<file path="config.mk">
export PLATFORM = sky130hd
export DESIGN_NAME = sm_fetch_queue
export DESIGN_NICKNAME = d
export VERILOG_FILES = /design/src/rtl/sm_fetch_queue.sv
export SDC_FILE = /design/constraint.sdc
export NUM_CORES = 1
export LEC_CHECK = 0
export CAP_MARGIN = 30
export CORE_AREA = 8 8 154 156
export CTS_CLUSTER_SIZE = 12
export DETAILED_ROUTE_END_ITERATION = 10
export DIE_AREA = 0 0 162 164
export PLACE_DENSITY = 0.84
export SYNTH_ARGS = -nofsm -noshare
export SYNTH_HDL_FRONTEND = slang
export SYNTH_SLANG_ARGS = --single-unit
</file>
<file path="constraint.sdc">
create_clock -name clk -period 5 [get_ports clk]
set_input_delay 1 -clock clk [delete_from_list [all_inputs] [get_ports clk]]
set_output_delay 1 -clock clk [all_outputs]
set_load 0.02 [all_outputs]
</file>
<file path="src/rtl/sm_fetch_queue.sv">
`default_nettype none
// +--------------------------------------------------------------------------+
// | Module   : sm_fetch_queue                                                |
// | Brief    : Instruction prefetch queue in front of a synchronous ROM.     |
// |            Credits cover queued and in-flight entries.                   |
// | Revision : 1.0                                                           |
// +--------------------------------------------------------------------------+
module sm_fetch_queue #(
  parameter int          DEPTH    = 4,
  parameter int          IMEM_AW  = 6,
  parameter logic [31:0] RESET_PC = 32'h0
) (
  input  logic                         clk,
  input  logic                         rst,
  input  logic                         redirect,
  input  logic [31:0]                  redirect_pc,
  output logic                         imem_req,
  output logic [IMEM_AW-1:0]           imem_addr,
  input  logic [31:0]                  imem_rdata,
  output logic                         out_valid,
  input  logic                         out_ready,
  output logic [31:0]                  out_pc,
  output logic [31:0]                  out_instr,
  output logic [$clog2(DEPTH+1)-1:0]   count
);

  localparam int CW = $clog2(DEPTH+1);
  localparam int PW = $clog2(DEPTH);
  localparam logic [CW:0]   c_DEPTH   = (CW+1)'(DEPTH);
  localparam logic [CW-1:0] c_FULL    = CW'(DEPTH);
  localparam logic [PW-1:0] c_PTR_ONE = PW'(1);

  logic [31:0]   r_fetchPc;
  logic [31:0]   r_reqPc;
  logic          r_inflight;
  logic [PW-1:0] r_head;
  logic [PW-1:0] r_tail;
  logic [CW-1:0] r_count;
  logic [31:0]   r_pcMem    [DEPTH];
  logic [31:0]   r_instrMem [DEPTH];

  logic w_credit;
  logic w_push;
  logic w_pop;

  // The in-flight request reserves a slot, so a response always finds room.
  assign w_credit  = ({1'b0, r_count} + (CW+1)'(r_inflight)) < c_DEPTH;
  assign imem_req  = !rst && !redirect && w_credit;
  assign imem_addr = r_fetchPc[IMEM_AW+1:2];

  assign w_push    = r_inflight && !redirect;
  assign out_valid = (r_count != '0) && !redirect;
  assign w_pop     = out_valid && out_ready;

  assign out_pc    = r_pcMem[r_head];
  assign out_instr = r_instrMem[r_head];
  assign count     = r_count;

  always_ff @(posedge clk or posedge rst) begin
    if (rst) begin
      r_fetchPc  <= RESET_PC;
      r_reqPc    <= RESET_PC;
      r_inflight <= 1'b0;
    end else if (redirect) begin
      r_fetchPc  <= redirect_pc & 32'hFFFF_FFFC;
      r_inflight <= 1'b0;
    end else begin
      r_inflight <= imem_req;
      if (imem_req) begin
        r_reqPc   <= r_fetchPc;
        r_fetchPc <= r_fetchPc + 32'd4;
      end
    end
  end

  always_ff @(posedge clk or posedge rst) begin
    if (rst) begin
      r_head  <= '0;
      r_tail  <= '0;
      r_count <= '0;
    end else if (redirect) begin
      r_head  <= '0;
      r_tail  <= '0;
      r_count <= '0;
    end else begin
      if (w_push) r_tail <= r_tail + c_PTR_ONE;
      if (w_pop)  r_head <= r_head + c_PTR_ONE;
      case ({w_push, w_pop})
        2'b10:   r_count <= r_count + CW'(1);
        2'b01:   r_count <= r_count - CW'(1);
        default: r_count <= r_count;
      endcase
    end
  end

  // Entry storage carries no reset; validity is tracked by count alone.
  always_ff @(posedge clk) begin
    if (w_push) begin
      r_pcMem[r_tail]    <= r_reqPc;
      r_instrMem[r_tail] <= imem_rdata;
    end
  end

  a_noPushWhenFull: assert property (@(posedge clk) disable iff (rst)
    !(w_push && (r_count == c_FULL)));

endmodule
`default_nettype wire

</file>
== Yosys cells after proc, flatten, opt, wreduce, memory -nomap -nowiden ==
Memories as Yosys holds them, arrays and structs flattened.
Cells that the tools add are included.

* Flip-flop bits (word level): 72
* Latch bits: 0
* RAM bits: 256
* ROM bits: 0
* Logic and storage cells: 42
* Memories: 2

* Add/sub/neg operators: 6
* $mul: 0
* Divide/modulo/power cells: 0
* $lt $le $gt $ge: 1
* Equal/unequal tests: 2
* Shift-type cells: 0
* Mux-type cells: 11
* Bitwise gates (word level): 1
* Reduce and logical (&&, ||, !) cells: 13

{| class="wikitable"
|+ Memory list
! name !! words !! bits a word !! read ports !! clocked after memory_dff !! wr ports !! line !! RTL
|-
| r_instrMem || 4 || 32 || 1 || 0 || 1 || 40 || <nowiki>logic [31:0] r_instrMem [DEPTH];</nowiki>
|-
| r_pcMem || 4 || 32 || 1 || 0 || 1 || 39 || <nowiki>logic [31:0] r_pcMem [DEPTH];</nowiki>
|}

{| class="wikitable"
|+ Operators with widths
! kind !! count
|-
| 32-bit two-way mux || 2
|-
| 32-bit by 3-bit adder with 32-bit output, second input constant || 1
|-
| 2-bit two-way mux || 4
|-
| 3-bit case mux with 2 select lines || 1
|-
| 2-bit nonzero test || 3
|-
| 3-bit nonzero test || 2
|-
| 1-bit logical AND || 5
|-
| 2-bit by 1-bit adder with 2-bit output, second input constant || 2
|-
| 3-bit by 1-bit adder with 4-bit output || 1
|-
| 4-bit by 3-bit < comparator with 1-bit output, second input constant || 1
|-
| 3-bit by 1-bit adder with 3-bit output, second input constant || 1
|-
| 1-bit two-way mux || 3
|-
| 3-bit two-way mux || 1
|-
| 3-bit by 1-bit subtractor with 3-bit output, second input constant || 1
|-
| 2-bit by 1-bit equality test with 1-bit output, second input constant || 1
|-
| 2-bit equality test, second input constant || 1
|-
| 1-bit zero test || 2
|-
| 2-bit AND reduction || 1
|-
| 1-bit NOT || 1
|}

== Longest topological paths before layout ==
Gate-level depths: netlist (run 1).

* Depth after elaboration: 6
* Depth in mapped cells: 8
* Gate-level depth less buffers: 7

== Worst setup path after synthesis (run 1) ==
Ideal clock, no wire load.

* Kind: input to register
* Start point: input port redirect
* End point: memory r_instrMem[0][0], enable pin
* Setup time: 0.427 ns
* Arrival time: 3.111 ns
* Required time: 4.573 ns
* Setup slack: 1.462 ns
* Stages on the path: 4
* Buffers on the path: 2
* Cells stage by stage: inv_1 -> clkbuf_1 -> clkbuf_1 -> and3_1

* Longest elaborated chain between the ends: 4

{| class="wikitable"
|+ RTL lines
! element !! line !! RTL
|-
| from (decl) || 15 || <nowiki>input logic redirect,</nowiki>
|-
| 1-bit zero test || 51 || <nowiki>assign w_push = r_inflight && !redirect;</nowiki>
|-
| 1-bit logical AND || 51 ||
|-
| 1-bit two-way mux || 98 || <nowiki>if (w_push) begin</nowiki>
|-
| 1-bit two-way mux (not written as such) || 100 || <nowiki>r_instrMem[r_tail] <= imem_rdata;</nowiki>
|-
| to (decl) || 40 ||
|}

Every way passes these cells.

== Worst setup path in the final report (run 1) ==
* Start point: register r_head[0]
* End point: output port out_pc[11]

* Longest elaborated chain between the ends: 1

{| class="wikitable"
|+ RTL lines
! element !! line !! RTL
|-
| from (decl) || 36 || <nowiki>logic [PW-1:0] r_head;</nowiki>
|-
| from (signal assigned) || 87 || <nowiki>if (w_pop) r_head <= r_head + c_PTR_ONE;</nowiki>
|-
| memory 4 x 32 bit || - ||
|-
| to (decl) || 22 || <nowiki>output logic [31:0] out_pc,</nowiki>
|}

Every way passes these cells.

==> results of run 1 <==
-- registers in the layout, summed over array words and instances, names as in the netlist --
name        count
r_reqPc        30
r_fetchPc      30
r_pcMem       120
r_head          2
r_instrMem    128
r_tail          2
count           3
r_inflight      1
-- cells in the mapped netlist, types with 2 or more instances --
master     count
buf_6          2
dfrtp_1       68
nand4_2        3
o41ai_1        2
o211ai_1       3
a31o_2         2
mux4_2        62
o31ai_1        2
or4_1          2
a2111oi_0      2
mux2i_1        4
ha_1           5
o311ai_0      11
or3_1          4
nor3_1        11
o311ai_1       7
and3_1         7
a31oi_1        4
a22oi_1        5
edfxtp_1     248
nor2_1        12
xnor2_1        3
and4_1         4
nor2b_1        3
or2_1          2
nand2_1      100
a221o_1        7
a311oi_1       3
o21ai_0       15
clkbuf_1      18
nand4_1       12
nand3_1       16
a21oi_1        2
buf_4          8
nor4_1        10
buf_2         16
inv_1         22
-- through the flow --
| step | utilization | cell area (sq um) | instances |
|---|---|---|---|
| finish | 0.708 | 15100 | 1171 |
| global route | 0.708 | 15100 | 1171 |
| CTS | 0.708 | 15100 | 1171 |
| detailed placement | 0.666 | 14200 | 1114 |
| global placement | 0.666 | 14200 | 1114 |
| floorplan | - | 12500 | 726 |
-- path summary, 6_finish.rpt --
kind	to	slack [ps]	startpoint
worst max-delay path	out_pc[11]	1030	r_head[0]
worst min-delay path	r_pcMem[3][19]	520	r_reqPc[19]
worst max register to register	r_fetchPc[8]	1830	r_inflight
worst min register to register	r_pcMem[3][19]	520	r_reqPc[19]
max in group asynchronous	r_head[0]	3190	rst
min in group asynchronous	r_fetchPc[31]	1160	rst
-- cell families (layout without fill, tap and decap cells) --
logic type,after synthesis,count (layout)
AOI/OAI and AO/OA,73,73
xor gates and xnor gates,4,4
adders and majority gates,6,6
buffers and inverters,66,231
DFF,316,316
muxes,68,68
other,1,2
and+or+nand+nor,191,191
-- power groups by stage --
stage               sequential [W]  clock (W)  combinational (W)
finish                     0.00314    0.00209           0.000668
global route               0.00316    0.00223           0.000719
CTS                        0.00314    0.00213           0.000676
detailed placement         0.00319          0           0.000674
global placement           0.00318          0           0.000661
floorplan                  0.00312          0           0.000424
-- layout make-up --
cell class,instances,area [sq um]
flip-flops and latches,316,9150
fillers,1371,6230
multi-input cells,344,3090
repair buffers,152,1540
well taps,280,350
inverters,22,82.6
clock inverters,3,11.3
clock buffers,54,903
-- metal layers --
metal	track usage	vias up
met2	0.310	316
met4	0.0488	0
met1	0.265	3606
li1	-	3151
met5	0	-
met3	0.0406	42
==> key figures, run 1 <==
Clock tree
  – Post-CTS Setup Repair Bufs: 0
  – Root buffer cell: clkbuf_16
  – Hold buffer count at CTS: 0
  – Worst skew pair latency: 540 ps
  – TritonCTS buffer count: 31
  – Cts repair resizes: 0
  – H-tree depth: 1
  – Max Root-Sink Buffers: 3
  – CTS Sinks: 316
  – Clock slew at reported path FFs: 60 ps
  – TritonCTS clock tree: yes

Global routing
  – Initial antenna violation count: 0
  – GRT Util Overall: 0.192
  – Vias in the first global route: 7260
  – GR Overflow Total: 0
  – Pin count of the biggest net entering global routing: 69
  – First-pass GRT wire length: 40.4 mm

Routing
  – Uppermost layer routed: met4
  – ANT nets after route: 0
  – Detailed-route wire length: 25.6 mm
  – Metal-1 WL: 10.7 mm
  – WL met3: 2.13 mm
  – DR WL/cell: 21.9 microns
  – Via count: 7115
  – Starting DRT DRC Count: 610
  – Detailed-route DRC error count: 0
  – Vias per cell: 6.08
  – DRT Pass-1 Iters: 5
  – Wire length on met2: 12.3 mm

Yosys
  – Async S/R FF share, synth: 0.215
  – Post-synthesis xor/xnor area fraction: 0.00279
  – Mux cell area share after synthesis: 0.116
  – Register bit total from synthesis: 316
  – Post-synthesis simple-gate area fraction: 0.0746
  – Area of the mapped netlist: 12500 sq um
  – Syn avg cell area: 17.3 sq um
  – Compound-Gate Fraction of Synth Area: 0.0448
  – Yosys top cell by area: edfxtp_1
  – Top post-synthesis cells by area: edfxtp_1, dfrtp_1, mux4_2, nand2_1, o311ai_0
  – Ys Warns: 0
  – Ys flop type: edfxtp_1
  – Share of the yosys chip area belonging to registers: 0.730
  – Main combinational cell family by area after synthesis: multiplexers
  – Syn Inst Count: 725
  – EDFF count, synth: 248
  – Post-Synth Adder-Cell Area: 0.00659
  – Netlist cell types: 55
  – Post-synth top area share: 0.594

Pwr
  – Switching Fraction: 0.230
  – Static Leak: 5.21 nW
  – Psw: 0.00135 W
  – Total internal power: 0.00454 W
  – Total power: 0.00590 W
  – Reg power frac: 0.532
  – Comb pwr share: 0.113
  – Worst vdd ir: 209 uV
  – Cell Pwr Density: 390 nW/um^2
  – Clock Power Share: 0.355

Critical path
  – Ordered cell list for the critical path: buf_4, mux4_2, clkdlybuf4s50_1
  – Worst Setup End Kind: output pin
  – Slowest CP cell: dfrtp_4
  – Crit path max-delay family: buffers and inverters
  – WP data arrival: 2970 ps
  – Crit Path Class: flop to output pin
  – Required time worst endpoint: 4000 ps
  – Critical path buffers and inverters: 2
  – R2R cell count: 7
  – Worst-path fanout max: 37
  – CP peak stage delay: 910 ps
  – Worst setup SP type: flop
  – Instance count on the critical path: 3

Die
  – Boundary Pins: 143
  – Initial Util: 0.587
  – Die Y: 164 microns
  – Die area: 26600 sq um
  – Core Footprint: 21400 sq um
  – Cell Rows: 54
  – Die X: 162 microns

Final layout
  – Final antenna diode count: 0
  – Share of layout cells above drive strength 1: 0.143
  – Commonest non-fill, non-tap cell in the layout: edfxtp_1
  – Most frequent cells in the layout: edfxtp_1, clkdlybuf4s50_1, nand2_1
  – Area grow syn2layout: 20.6%
  – Nets@finish: 941

STA
  – FMAX: 0.252 GHz
  – Unrepaired setup endpoints after global routing: no
  – Layout Skew: 14.4 ps
  – Slew @ Worst Pin: 886 ps
  – Minimum clock period: 3970 ps
  – Final setup violation count: 0
  – Final period util: 0.794
  – Slew Limit Fails: 0
  – Post-route setup slack: 1030 ps
  – Hold Fails Final Rpt: 0
  – Final hold slack: 522 ps
  – Normalized max-slew margin: 0.410
  – Fin Setup TNS: 0 ps

Placement
  – Number of buffers added on ports: 138
  – Worst slack at placement: 1260 ps
  – GP Congestion: 0.922
  – Post-detail-place hpwl: 16.5 mm

Job
  – Max Cap Viol: 0

Min path
  – Worst min-delay path class: flop to flop
  – Hold path depth: 0

Outcome
  – Status: complete, no violations
Power figures use the tool's default switching activity.
==> inputs of run 2 (changes only) <==
--- a/config.mk
+++ b/config.mk
@@ -6,11 +6,11 @@
 export NUM_CORES = 1
 export LEC_CHECK = 0
 export CAP_MARGIN = 30
-export CORE_AREA = 8 8 154 156
+export CORE_AREA = 8 8 168 170
 export CTS_CLUSTER_SIZE = 12
 export DETAILED_ROUTE_END_ITERATION = 10
-export DIE_AREA = 0 0 162 164
-export PLACE_DENSITY = 0.84
+export DIE_AREA = 0 0 176 178
+export PLACE_DENSITY = 0.74
 export SYNTH_ARGS = -nofsm -noshare
 export SYNTH_HDL_FRONTEND = slang
 export SYNTH_SLANG_ARGS = --single-unit
==> constraint.sdc (replaced) <==
create_clock -name clk -period 3.4 [get_ports clk]
set_input_delay 0.68 -clock clk [delete_from_list [all_inputs] [get_ports clk]]
set_output_delay 0.68 -clock clk [all_outputs]
set_load 0.02 [all_outputs]
==> key figures, run 2 (synthesis gave the netlist of run 1 again) <==
Clock tree
  – Clock slew at reported path FFs: 60 ps (about the same)
  – H-tree depth: 2 (was 1)
  – Hold buffer count at CTS: 0 (unchanged)
  – TritonCTS clock tree: yes (unchanged)
  – TritonCTS buffer count: 35 (was 31)
  – Max Root-Sink Buffers: 3 (unchanged)
  – Root buffer cell: clkbuf_16 (unchanged)
  – Post-CTS Setup Repair Bufs: 0 (unchanged)
  – CTS Sinks: 316 (unchanged)
  – Cts repair resizes: 0 (unchanged)
  – Worst skew pair latency: 510 ps (was 540 ps)

Final layout
  – Filler instances: 1875 (was 1371)
  – Area grow syn2layout: 22.8% (was 20.6%)
  – Max reg flops: 128 (unchanged)
  – Most frequent cells in the layout: edfxtp_1, clkdlybuf4s50_1, nand2_1 (unchanged)
  – Register area: 9150 sq um (unchanged)
  – Multi-input logic area: 3100 sq um (was 3090 sq um)
  – Top reg by flops: r_instrMem (unchanged)
  – Util after Layout: 0.601 (was 0.708)
  – Final Instance Area: 15400 sq um (was 15100 sq um)
  – Share of layout cells above drive strength 1: 0.161 (was 0.143)
  – Nets@finish: 951 (was 941)
  – Final antenna diode count: 0 (unchanged)
  – Largest regs: r_instrMem (128), r_pcMem (120) (unchanged)
  – Commonest non-fill, non-tap cell in the layout: edfxtp_1 (unchanged)

STA
  – Minimum clock period: 3190 ps
  – FMAX: 0.314 GHz
  – Fin Setup TNS: 0 ps (unchanged)
  – Final period util: 0.937
  – Normalized max-slew margin: 0.418 (was 0.410)
  – Unrepaired setup endpoints after global routing: no (unchanged)
  – Final hold slack: 517 ps (was 522 ps)
  – Hold Fails Final Rpt: 0 (unchanged)
  – Slew @ Worst Pin: 873 ps (was 886 ps)
  – Layout Skew: 18.9 ps (was 14.4 ps)
  – Final setup violation count: 0 (unchanged)
  – Slew Limit Fails: 0 (unchanged)

Die
  – Die X: 176 microns (was 162 microns)
  – Boundary Pins: 143 (unchanged)
  – Cell Rows: 59 (was 54)
  – Die Y: 178 microns (was 164 microns)
  – Die area: 31300 sq um (was 26600 sq um)
  – Initial Util: 0.490 (was 0.587)
  – Core Footprint: 25600 sq um (was 21400 sq um)

Critical path
  – Crit Path Class: flop to output pin (unchanged)
  – Required time worst endpoint: 2720 ps (was 4000 ps)
  – Worst Setup End Kind: output pin (unchanged)
  – Worst-path fanout max: 11 (was 37)
  – WP data arrival: 2510 ps (was 2970 ps)
  – Worst setup SP type: flop (unchanged)

Placement
  – GP Congestion: 0.861 (was 0.922)
  – Post-detail-place hpwl: 16.5 mm (about the same)
  – Post-place instance area: 14400 sq um (was 14200 sq um)
  – Number of buffers added on ports: 138 (unchanged)

Routing
  – Detailed-route wire length: 25.8 mm (was 25.6 mm)
  – Starting DRT DRC Count: 584 (was 610)
  – DR WL/cell: 20.8 microns (was 21.9 microns)
  – Detailed-route DRC error count: 0 (unchanged)
  – ANT nets after route: 0 (unchanged)
  – Via count: 7007 (was 7115)
  – DRT Pass-1 Iters: 5 (unchanged)
  – Vias per cell: 5.67 (was 6.08)

Pwr
  – Static Leak: 5.31 nW (was 5.21 nW)
  – Total power: 0.00897 W (was 0.00590 W)
  – Worst vdd ir: 362 uV (was 209 uV)
  – Cell Pwr Density: 582 nW/um^2 (was 390 nW/um^2)

Global routing
  – GRT Util Overall: 0.167 (was 0.192)
  – GR Overflow Total: 0 (unchanged)
  – Vias in the first global route: 7212 (was 7260)
  – Pin count of the biggest net entering global routing: 69 (unchanged)
  – Initial antenna violation count: 0 (unchanged)
  – First-pass GRT wire length: 40.9 mm (was 40.4 mm)

Min path
  – Worst min-delay path class: primary input to flop (was flop to flop)

Job
  – Max Cap Viol: 0 (unchanged)

Outcome
  – Status: complete, no violations (unchanged)
-- run 2: changes by cell type in the layout (fill, tap and decap cells not counted), moves of 2 or more --
cell	change
and3_2	-4
buf_4	+2
inv_6	+4
clkinv_2	+4
clkbuf_1	-10
clkbuf_16	+3
buf_12	+4
clkinv_1	+3
and3_4	+4
-- run 2: worst paths after layout --
path	start	endpoint	slack (ps)	depth (start not counted)
worst max-delay path	r_head[0]	out_pc[14]	210	3
worst min-delay path	redirect	r_tail[0]	520	2
worst max register to register	r_inflight	r_fetchPc[8]	890	8
worst min register to register	r_reqPc[20]	r_pcMem[3][20]	520	0
max in group asynchronous	rst	r_head[0]	1820	3
min in group asynchronous	rst	r_fetchPc[22]	880	3
-- run 2: layout make-up --
| class | instances | share of cell area |
|---|---|---|
| Clock inverter | 14 | 0.00504 |
| Clock buffer | 47 | 0.0611 |
| Timing Repair Buffer | 158 | 0.106 |
| Multi-Input combinational cell | 344 | 0.201 |
| Tap cell | 335 | 0.0272 |
| Inverter | 22 | 0.00536 |
| Sequential cell | 316 | 0.594 |
-- run 2: worst max-delay path, stage by stage, from the launching register on --
cell             delay [ps]
dfrtp_4                 570
buf_4                   270
mux4_2                  540
clkdlybuf4s50_1         600
-- run 2: metrics by stage --
stage | worst slack [ps] | std cells
6_report | 213 | 1236
5_1_grt | 80.5 | 1236
4_1_cts | 141 | 1236
3_5_place_dp | 468 | 1175
3_3_place_gp | 466 | 1175
2_1_floorplan | 182 | 726
-- run 2: where the power goes --
part / total, W / switching [W] / leakage (nW) / internal [W]
Clock: 0.00335 / 0.00140 / 0.501 / 0.00195
Sequential: 0.00459 / 0.000187 / 3.10 / 0.00440
Combinational: 0.00104 / 0.000514 / 1.71 / 0.000521
-- run 2: layer usage --
| layer | part of all wire | vias to the layer above | GRT usage |
|---|---|---|---|
| met5 | 0 | - | 0 |
| met3 | 0.066 | 32 | 0.0387 |
| met4 | 0.017 | 0 | 0.0473 |
| li1 | - | 3177 | - |
| met2 | 0.48 | 251 | 0.268 |
| met1 | 0.44 | 3547 | 0.227 |
==> inputs of run 3 (changes only) <==
==> config.mk (replaced) <==
export PLATFORM = sky130hd
export DESIGN_NAME = sm_fetch_queue
export DESIGN_NICKNAME = d
export VERILOG_FILES = /design/src/rtl/sm_fetch_queue.sv
export SDC_FILE = /design/constraint.sdc
export NUM_CORES = 1
export LEC_CHECK = 0
export ABC_AREA = 1
export CAP_MARGIN = 30
export CORE_AREA = 8 8 169 171
export CTS_CLUSTER_SIZE = 12
export DETAILED_ROUTE_END_ITERATION = 10
export DIE_AREA = 0 0 177 179
export PLACE_DENSITY = 0.75
export SYNTH_ARGS = -nofsm -noshare
export SYNTH_HDL_FRONTEND = slang
export SYNTH_SLANG_ARGS = --single-unit
==> key figures, run 3 <==
Outcome
  – Status: complete, no violations (unchanged)

Critical path
  – Slowest CP cell: clkdlybuf4s50_1 (unchanged)
  – Worst Setup SP: r_head[0] (unchanged)
  – Critical path buffers and inverters: 3 (was 2)
  – Worst-path fanout max: 58 (was 11)
  – Critical Path End: out_pc[9] (was out_pc[14])
  – R2R Setup Slk: 1520 ps (was 890 ps)
  – Worst setup SP type: flop (unchanged)
  – CP peak stage delay: 680 ps (was 600 ps)
  – WP data arrival: 2610 ps (was 2510 ps)
  – Ordered cell list for the critical path: clkinv_2, buf_12, o21ai_0, o22ai_1, clkdlybuf4s50_1 (was buf_4, mux4_2, clkdlybuf4s50_1)
  – Worst reg2reg startpoint: count[0] (was r_inflight)
  – R2R cell count: 6 (was 8)
  – Instance count on the critical path: 5 (was 3)
  – Crit Path Class: flop to output pin (unchanged)
  – Reg2reg end: r_fetchPc[24] (was r_fetchPc[8])
  – Crit path max-delay family: buffers and inverters (unchanged)
  – Worst Setup End Kind: output pin (unchanged)
  – Required time worst endpoint: 2720 ps (about the same)

Global routing
  – Initial antenna violation count: 0 (unchanged)
  – Vias in the first global route: 8347 (was 7212)
  – First-pass GRT wire length: 43.4 mm (was 40.9 mm)
  – Pin count of the biggest net entering global routing: 125 (was 69)
  – GR Overflow Total: 0 (unchanged)
  – GRT Util Overall: 0.174 (was 0.167)

Yosys
  – Top post-synthesis cells by area: edfxtp_1, dfrtp_1, nor2_1, o21ai_0, nand2_1 (was edfxtp_1, dfrtp_1, mux4_2, nand2_1, o311ai_0)
  – Area of the mapped netlist: 12900 sq um (was 12500 sq um)
  – Ys flop type: edfxtp_1 (unchanged)
  – EDFF count, synth: 248 (unchanged)
  – Netlist cell types: 36 (was 55)
  – Most instantiated library cell after synthesis: edfxtp_1 (unchanged)
  – Ys Warns: 0 (unchanged)
  – Syn avg cell area: 11.6 sq um (was 17.3 sq um)
  – Post-synth top area share: 0.577 (was 0.594)
  – Share of the yosys chip area belonging to registers: 0.709 (was 0.730)
  – Async S/R FF share, synth: 0.215 (unchanged)
  – Yosys top cell by area: edfxtp_1 (unchanged)
  – Register bit total from synthesis: 316 (unchanged)
  – Syn Inst Count: 1109 (was 725)
  – Post-synth top cells: edfxtp_1, nor2_1, nand2_1 (was edfxtp_1, nand2_1, dfrtp_1)

Die
  – Die X: 177 microns (was 176 microns)
  – Initial Util: 0.501 (was 0.490)
  – Boundary Pins: 143 (unchanged)
  – Die area: 31700 sq um (was 31300 sq um)
  – Core Footprint: 25800 sq um (was 25600 sq um)
  – Die Y: 179 microns (was 178 microns)
  – Cell Rows: 59 (unchanged)

Final layout
  – Top reg by flops: r_instrMem (unchanged)
  – Final antenna diode count: 0 (unchanged)
  – Most frequent cells in the layout: edfxtp_1, nor2_1, nand2_1 (was edfxtp_1, clkdlybuf4s50_1, nand2_1)
  – Nets@finish: 1310 (was 951)
  – Max reg flops: 128 (unchanged)
  – Filler instances: 2002 (was 1875)
  – Share of layout cells above drive strength 1: 0.0718 (was 0.161)
  – Final Instance Area: 15700 sq um (was 15400 sq um)
  – Area grow syn2layout: 21.6% (was 22.8%)
  – Largest regs: r_instrMem (128), r_pcMem (120) (unchanged)
  – Commonest non-fill, non-tap cell in the layout: edfxtp_1 (unchanged)

STA
  – Slew Limit Fails: 0 (unchanged)
  – Layout Skew: 10.4 ps (was 18.9 ps)
  – Final period util: 0.968 (was 0.937)
  – Minimum clock period: 3290 ps (was 3190 ps)
  – Hold Fails Final Rpt: 0 (unchanged)
  – Normalized max-slew margin: 0.411 (was 0.418)
  – Final setup violation count: 0 (unchanged)
  – Unrepaired setup endpoints after global routing: no (unchanged)
  – Post-route setup slack: 108 ps (was 213 ps)
  – FMAX: 0.304 GHz (was 0.314 GHz)
  – Slew @ Worst Pin: 884 ps (was 873 ps)

Clock tree
  – TritonCTS buffer count: 34 (was 35)
  – Post-CTS Setup Repair Bufs: 0 (unchanged)
  – Clock slew at reported path FFs: 60 ps (about the same)
  – Root buffer cell: clkbuf_16 (unchanged)
  – CTS Sinks: 316 (unchanged)
  – Max Root-Sink Buffers: 3 (unchanged)
  – H-tree depth: 2 (unchanged)
  – TritonCTS clock tree: yes (unchanged)
  – Worst skew pair latency: 500 ps (was 510 ps)
  – Hold buffer count at CTS: 0 (unchanged)

Pwr
  – Total internal power: 0.00706 W (was 0.00687 W)
  – Cell Pwr Density: 602 nW/um^2 (was 582 nW/um^2)
  – Clock Power Share: 0.362 (was 0.373)
  – Switching Fraction: 0.253 (was 0.235)
  – Comb pwr share: 0.144 (was 0.115)
  – Reg power frac: 0.494 (was 0.511)
  – Psw: 0.00239 W (was 0.00210 W)
  – Static Leak: 5.77 nW (was 5.31 nW)
  – Worst vdd ir: 317 uV (was 362 uV)

Routing
  – Detailed-route DRC error count: 0 (unchanged)
  – Detailed-route wire length: 27.8 mm (was 25.8 mm)
  – WL met3: 1.83 mm (was 1.71 mm)
  – ANT nets after route: 0 (unchanged)
  – Wire length on met2: 13.2 mm (was 12.3 mm)
  – Vias per cell: 5.35 (was 5.67)
  – Starting DRT DRC Count: 643 (was 584)
  – Metal-1 WL: 12.0 mm (was 11.3 mm)
  – DR WL/cell: 17.5 microns (was 20.8 microns)
  – Via count: 8503 (was 7007)
  – DRT Pass-1 Iters: 6 (was 5)
  – Uppermost layer routed: met4 (unchanged)

Placement
  – Worst slack at placement: 454 ps (was 468 ps)
  – GP Congestion: 0.893 (was 0.861)
  – Number of buffers added on ports: 138 (unchanged)
  – Post-detail-place hpwl: 16.6 mm (was 16.5 mm)
  – Post-place instance area: 14600 sq um (was 14400 sq um)

Job
  – Max Cap Viol: 0 (unchanged)

Min path
  – Worst min-delay path class: flop to flop (was primary input to flop)
run 3: worst min-delay path by stage:
stage	startpoint	endpoint	slack, ps	depth (start not counted)
after global routing	r_reqPc[2]	r_pcMem[2][2]	530	0
after floorplan	r_reqPc[10]	r_pcMem[0][10]	480	0
after global placement	r_reqPc[9]	r_pcMem[1][9]	490	0
after CTS	r_reqPc[2]	r_pcMem[0][2]	520	0
after detailed placement	r_reqPc[2]	r_pcMem[0][2]	500	0
final	r_reqPc[2]	r_pcMem[0][2]	520	0
run 3: worst reg2reg max path, cell delays in order (launching register included):
cell and delay (ps):
dfrtp_1 450, nand3_1 160, nand3_4 140, inv_2 140
nor2_4 580, a21boi_0 230, nand3_1 120
run 3: layer usage:
| layer | vias to the layer above | global-route usage |
|---|---|---|
| met3 | 55 | 0.0354 |
| met1 | 4010 | 0.222 |
| li1 | 4159 | - |
| met5 | - | 0 |
| met2 | 279 | 0.291 |
| met4 | 0 | 0.0613 |
run 3: cell type report:
class | count | area, sq um | area share
Clock buffer | 45 | 966 | 0.0616
Multi-Input combinational cell | 681 | 3290 | 0.210
Timing Repair Buffer | 156 | 1610 | 0.102
Clock inverter | 9 | 67.6 | 0.00431
Tap cell | 335 | 419 | 0.0267
Inverter | 47 | 184 | 0.0117
Sequential cell | 316 | 9150 | 0.583
run 3: power groups by stage:
stage	clock network, W	registers, W	logic, W
after global routing	0.00366	0.00471	0.00149
after detailed placement	0	0.00474	0.00137
after floorplan	0	0.00467	0.000807
after global placement	0	0.00473	0.00135
after CTS	0.00350	0.00467	0.00137
final	0.00342	0.00467	0.00136
run 3: metrics by stage:
stage / utilization / total power (W) / std cells / setup TNS, ps / hold WS (ps)
finish: 0.609 / 0.00945 / 1589 / 0 / 515
global route: 0.609 / 0.00985 / 1589 / 0 / 534
CTS: 0.609 / 0.00954 / 1589 / 0 / 520
detailed placement: 0.568 / 0.00611 / 1535 / 0 / 505
global placement: 0.568 / 0.00608 / 1535 / 0 / 492
floorplan: - / 0.00548 / 1110 / -188200 / 476
run 3: timing repair:
item                                   4_1_cts  5_1_grt
resized for setup                            1        2
endpoints found under the hold margin        0        0
setup endpoints to repair                    8        2
pin swaps                                    0        0
gates cloned                                 0        0
run 3: cell families after synthesis:
logic type,count (synthesis),synth area share
compound gates,236,0.102
xor+xnor,8,0.00543
fa+ha+maj,6,0.00640
buf+inv,113,0.0387
flops,316,0.709
other cells,1,0.000291
simple gates,429,0.138
